[config.mk]
export PLATFORM = sky130hd
export DESIGN_NAME = spi_frame_rx
export DESIGN_NICKNAME = d
export VERILOG_FILES = /design/src/rtl/spi_frame_rx.sv
export SDC_FILE = /design/constraint.sdc
export NUM_CORES = 1
export LEC_CHECK = 0
export CORE_MARGIN = 3
export CORE_UTILIZATION = 55
export CTS_BUF_LIST = sky130_fd_sc_hd__clkbuf_16
export CTS_CLUSTER_SIZE = 8
export DETAILED_ROUTE_END_ITERATION = 6
export GPL_TIMING_DRIVEN = 1
export PLACE_DENSITY = 0.82
export SETUP_SLACK_MARGIN = 0.4
export SLEW_MARGIN = 15
export SYNTH_ARGS = -nofsm -noshare
export SYNTH_HDL_FRONTEND = slang
export SYNTH_SLANG_ARGS = --single-unit
[constraint.sdc]
create_clock -name clk -period 3.05 [get_ports clk]
set_input_delay 0.61 -clock clk [delete_from_list [all_inputs] [get_ports clk]]
set_output_delay 0.61 -clock clk [all_outputs]
set_load 0.1 [all_outputs]
[src/rtl/spi_frame_rx.sv]
// spi_frame_rx
//   SPI (mode 0) slave receive front-end feeding the measurement-collection
//   stage. SCK/MOSI/SSEL are synchronised into the clk domain. Received bits
//   are assembled MSB-first into words. Each word produces a one-cycle strobe
//   with its position in the frame, and the last word of a frame also produces
//   a frame strobe. A status word is shifted out on MISO while data arrives.
//
// Ports
//   clk            system clock, at least 4x the SCK frequency
//   rst            synchronous active-high reset
//   SCK            SPI clock (asynchronous, idle low)
//   MOSI           SPI data in (asynchronous)
//   SSEL           SPI slave select, active low (asynchronous)
//   MISO           SPI data out, driven low while deselected
//   tx_byte        status word, sampled at every transmit load
//   byte_received  one-cycle strobe: data_byte holds a new word
//   data_byte      last completed word, held until the next one
//   byte_index     position within the frame of the word in data_byte
//   frame_done     one-cycle strobe with byte_received of word FRAME_LEN-1
//   overrun        sticky: a word was cut short by SSEL deassertion
//
// Handshake: byte_received and frame_done are pure strobes with no ready.
// The consumer must take data_byte/byte_index in the strobe cycle or before
// the next strobe; there is no backpressure.
module spi_frame_rx #(
  parameter int DATA_W    = 8,
  parameter int FRAME_LEN = 64,
  parameter int IDX_W     = 6
) (
  input  logic              clk,
  input  logic              rst,
  input  logic              SCK,
  input  logic              MOSI,
  input  logic              SSEL,
  output logic              MISO,
  input  logic [DATA_W-1:0] tx_byte,
  output logic              byte_received,
  output logic [DATA_W-1:0] data_byte,
  output logic [IDX_W-1:0]  byte_index,
  output logic              frame_done,
  output logic              overrun
);

  localparam int BIT_W = $clog2(DATA_W);

  // Two-flop synchronisers; index 1 is the synchronised value.
  logic [1:0] sck_sync;
  logic [1:0] ssel_sync;
  logic [1:0] mosi_sync;
  logic       sck_hist;
  logic       ssel_hist;

  logic sck_rise;
  logic sck_fall;
  logic ssel_active;
  logic ssel_start;
  logic ssel_end;
  logic capture;
  logic last_bit;

  logic [BIT_W-1:0]  bit_cnt;
  logic [DATA_W-1:0] shift_reg;
  logic [DATA_W-1:0] tx_reg;
  logic [IDX_W-1:0]  frame_cnt;
  logic              word_done;

  always_ff @(posedge clk) begin
    if (rst) begin
      sck_sync  <= 2'b00;
      ssel_sync <= 2'b11;
      mosi_sync <= 2'b00;
      sck_hist  <= 1'b0;
      ssel_hist <= 1'b1;
    end else begin
      sck_sync  <= {sck_sync[0], SCK};
      ssel_sync <= {ssel_sync[0], SSEL};
      mosi_sync <= {mosi_sync[0], MOSI};
      sck_hist  <= sck_sync[1];
      ssel_hist <= ssel_sync[1];
    end
  end

  always_comb begin
    sck_rise    = ~sck_hist & sck_sync[1];
    sck_fall    = sck_hist & ~sck_sync[1];
    ssel_active = ~ssel_sync[1];
    ssel_start  = ssel_hist & ~ssel_sync[1];
    ssel_end    = ~ssel_hist & ssel_sync[1];
    // ssel_end takes priority over a coincident SCK rise.
    capture     = sck_rise & ssel_active & ~ssel_end;
    last_bit    = (bit_cnt == BIT_W'(DATA_W - 1));
  end

  // Receive path and word completion. The bit that finishes a word sets
  // word_done; the word is published one clk later.
  always_ff @(posedge clk) begin
    if (rst) begin
      bit_cnt       <= '0;
      shift_reg     <= '0;
      word_done     <= 1'b0;
      frame_cnt     <= '0;
      data_byte     <= '0;
      byte_index    <= '0;
      byte_received <= 1'b0;
      frame_done    <= 1'b0;
      overrun       <= 1'b0;
    end else begin
      byte_received <= 1'b0;
      frame_done    <= 1'b0;
      word_done     <= 1'b0;

      if (ssel_end) begin
        // A partially received word is dropped without a strobe.
        if (bit_cnt != '0) overrun <= 1'b1;
        bit_cnt <= '0;
      end else if (capture) begin
        shift_reg <= {shift_reg[DATA_W-2:0], mosi_sync[1]};
        if (last_bit) begin
          bit_cnt   <= '0;
          word_done <= 1'b1;
        end else begin
          bit_cnt <= bit_cnt + 1'b1;
        end
      end

      if (word_done) begin
        data_byte     <= shift_reg;
        byte_received <= 1'b1;
        byte_index    <= frame_cnt;
        frame_done    <= (frame_cnt == IDX_W'(FRAME_LEN - 1));
        // FRAME_LEN is a power of two, so the counter wraps on its own.
        // It is deliberately untouched by SSEL so frames may span bursts.
        frame_cnt     <= frame_cnt + 1'b1;
      end
    end
  end

  // Transmit path. The falling SCK edge that follows the last bit of a word
  // must not shift, otherwise the freshly loaded MSB of the next status word
  // would be lost. bit_cnt is 0 exactly in that gap, so shifts are gated on
  // a non-zero bit count.
  always_ff @(posedge clk) begin
    if (rst) begin
      tx_reg <= '0;
    end else if (ssel_start || (word_done && ssel_active)) begin
      tx_reg <= tx_byte;
    end else if (sck_fall && ssel_active && (bit_cnt != '0)) begin
      tx_reg <= {tx_reg[DATA_W-2:0], 1'b0};
    end
  end

  assign MISO = ssel_active & tx_reg[DATA_W-1];

endmodule

; Word-level counts from Yosys, hierarchy flattened
; Cells that the tools add are included.
[totals]
reg_bits = 51
latchBits = 0
mem_bits_rw = 0
rom_bits = 0
output_inout_bits = 18
wordCells = 49
n_memories = 0
[op_classes]
n_addsub = 2
mul = 0
n_div = 0
n_lt_le_gt_ge = 0
n_eq_ne = 2
shift = 0
muxes = 5
bitwise_logic = 14
reduce_logical = 11
[ops]
columns = operator, count
row1 = 8-bit 2-to-1 mux, 2
row2 = 1-bit bitwise AND, 7
row3 = 1-bit NOT, 7
row4 = 6-bit by 1-bit adder with 6-bit output (second input constant), 1
row5 = 6-bit equality test (second input constant), 1
row6 = 2-bit AND reduction, 2
row7 = 2-bit OR reduction, 2
row8 = 3-bit by 1-bit adder with 3-bit output (second input constant), 1
row9 = 3-bit equality test (second input constant), 1
row10 = 1-bit logical AND, 3
row11 = 3-bit 2-to-1 mux, 1
row12 = 3-bit nonzero test, 1
row13 = 3-bit OR reduction, 1
row14 = 1-bit 2-to-1 mux, 2
row15 = 2-bit nonzero test, 1
row16 = 1-bit logical OR, 1

; Depth between registers and ports, before layout
[depth]
depth_word = 6
ltp_mapped = 5
ltp_nobuf = 5

; Least setup slack after synthesis
; OpenSTA, ideal clock, no wires.
[synth_path]
path_type = reg2out
startpoint = register ssel_sync[1]
endpoint = output MISO
arrival_time_ps = 1831
required_ps = 2440
slack_ps = 609
stages_incl_launch_ff = 3
n_path_buf = 1
path_cell_list = dfxtp_1 > clkbuf_1 > nor2b_1
[synth_via]
elab_chain_cells = 2
[synth_lines]
columns = item, line
row1 = "start, declared", 48  ; logic [1:0] ssel_sync;
row2 = "start signal, assigned", 76  ; ssel_sync <= {ssel_sync[0], SSEL};
row3 = 1-bit NOT, 86  ; ssel_active = ~ssel_sync[1];
row4 = 1-bit bitwise AND, 152  ; assign MISO = ssel_active & tx_reg[DATA_W-1];
row5 = "end, declared", 35  ; output logic MISO,
; No other way between the ends.

; Final worst setup path
; Same ends and word-level chain as after synthesis.

==> impl_results.md <==
- Outcome: complete, no violations
- Max Fclk: 553 MHz
- Worst setup SP type: flop
- Clk Latency, worst-skew pair: 280 ps
- Synthesized netlist cell count: 187
- TritonCTS Buffers: 5
- GPL Wtd Cong: 0.800
- Top_reg_cell synth: dfxtp_1
- Fin area: 2360 sq um
- Final setup vio count: 0
- CP endpoint kind: output port
- Drt via density: 5.42
- Sequential cell area fraction in the yosys report: 0.527
- GR Overflow Total: 0
- Largest net degree at the start of global routing: 47
- GRT Max-Usage Layer: met2
- Worst path arrival time: 1200 ps
- Input/output buffers: 30
- Diodes inserted: 0
- Top post-synthesis cells by area: dfxtp_1 (53%), mux2i_1 (13%), nor2_1 (6.4%), nor2b_1 (2.9%), a221o_1 (2.6%)
- Die W: 65.3 um
- Placed insts: 253
- Area share of the leading cell type in the synthesized netlist: 0.527
- Max-slew headroom: 0.502
- Post-Syn Nets: 204
- #FFs+latches synth: 51
- Die area: 4270 sq um
- Most common cell after layout, fill and taps aside: dfxtp_1
- Critical path class: reg2out
- Pwr per Cell Area: 528 nW/um^2
- RSZ-0062 raised after global routing: no
- Remaining DRCs: 0
- Area after DPL: 2220 sq um
- Clock skew: 6.47 ps
- Post-synth ARST share: 0
- Synth cell types: 33
- EDFF count, synth: 0
- Met1 GRT Util: 0.224
- Syn avg cell area: 10.4 sq um
- Slew Viols, Final: 0
- Core Region: 3200 sq um
- CTS tree: done
- Initial Utilization: 0.604
- CP Cell Sequence: nor2b_1 -> buf_4
- Detailed-route via count: 1414
- Total Routing Usage GR: 0.196
- Antenna Violating Nets Remaining: 0
- Vias in the first global route: 1327
- Leak pwr: 0.903 nW
- Die H: 65.3 um
- Root Buffer: clkbuf_16
- Worst Path Max Fanout: 13
- Clock Path Buffers: 2
- Routing usage on met2: 0.336
- Area Growth Syn to Fin: 22.1%
- Util after Layout: 0.738
- Met3 usage: 0.0598
- Syn Std Cell Area: 1940 sq um
- Nets: 233
- # hold bufs at CTS: 0
- Hold WS: 433 ps
- Worst-margin pin slew: 745 ps
- H-tree depth: 2
- Worst EP required: 2440 ps
- Post-CTS Setup Repair Bufs: 0
- Clk slew on worst S/H paths: 60 ps
- Critical path's largest stage delay: 570 ps
- WL per Instance: 14.5 um
- Layout cell share with drive strength beyond 1: 0.161
- Boundary pin count: 31
- Setup_tns: 0 ps
- Slowest CP cell: dfxtp_1
- Initial DRC count: 104
- Final worst-path cycle share: 0.593
- Max Cap Viol: 0
- Initial antenna violation count: 0
- Peak supply drop: 0.435 mV
- First-pass iteration count of the detailed router: 4
- Hold Vio Cnt, Final: 0
- Fin crit period: 1810 ps
- Final Non-Filler Cells: 261
- # rows: 20
- Global-route wire length before repair: 6.34 mm
- DP HPWL: 2.57 mm
- HP Class: reg2reg
- Clk sinks: 51
- Yosys warns: 0
- Detailed Route WL: 3.78 mm
- Post_cts resized: 0
- Commonest non-fill, non-tap cells in the layout: dfxtp_1 (51), nor2_1 (33), mux2i_1 (26), buf_4 (21), clkdlybuf4s50_1 (12)
- Top cell type by total area after synthesis: dfxtp_1
cells in the mapped netlist (all sizes together), types with 2 or more instances:
library cell,count
dfxtp,51
nor2,33
mux2i,26
nor2b,9
buf,8
nor3b,6
a221o,5
inv,5
ha,4
or2,4
a31oi,3
clkbuf,3
nand2,3
nand4,3
o21ai,3
xor2,3
a21oi,2
nand2b,2
nand4b,2
nor3,2
o31ai,2
kinds of logic (layout without fill, tap and decap cells):
kind of cell,Yosys count,after routing,share of synthesized area
buf+inv,16,46,0.0362
xor+xnor,4,4,0.0181
mux,26,26,0.134
fa+ha+maj,4,4,0.0259
flops,51,51,0.527
compound gates,19,19,0.0737
simple gates,67,67,0.184
layer usage:
layer | up-vias | wire length, um
li1 | 700 | -
met4 | 0 | 81
met1 | 668 | 1590
met2 | 36 | 1920
met5 | - | 0
met3 | 10 | 185
cell type report:
class	count	area [sq um]
Sequential cell	51	1020
Multi-Input combinational cell	120	850
Fill cell	247	840
Timing Repair Buffer	33	278
Clock buffer	5	125
Tap cell	44	55.1
Inverter	5	18.8
Clock inverter	3	16.3
per-stage QoR:
step | power, mW | worst slack [ps]
after floorplan | 0.721 | 609
after global placement | 0.740 | 1050
after detailed placement | 0.742 | 991
after CTS | 1.26 | 1240
after global routing | 1.30 | 1160
final | 1.25 | 1240
final timing paths:
kind,startpoint,end,slack (ps),depth (start not counted)
worst max-delay path,ssel_sync[1],MISO,1240,2
worst min-delay path,ssel_sync[0],ssel_sync[1],430,1
worst max register to register,bit_cnt[0],tx_reg[7],1270,5
worst min register to register,ssel_sync[0],ssel_sync[1],430,1
report_power, final:
group          leakage [nW]  switching, mW  total [mW]  internal, mW
sequential            0.413        0.00637       0.681         0.675
combinational         0.419         0.0221      0.0474        0.0253
clock                0.0710          0.220       0.519         0.299
total                 0.903          0.249        1.25         0.999
critical path, delay by kind of cell (launching register included):
kind | cells | cell delay [ps]
and+or+nand+nor | 1 | 90
buffers and inverters | 1 | 250
DFF | 1 | 570
Power figures use the tool's default switching activity.
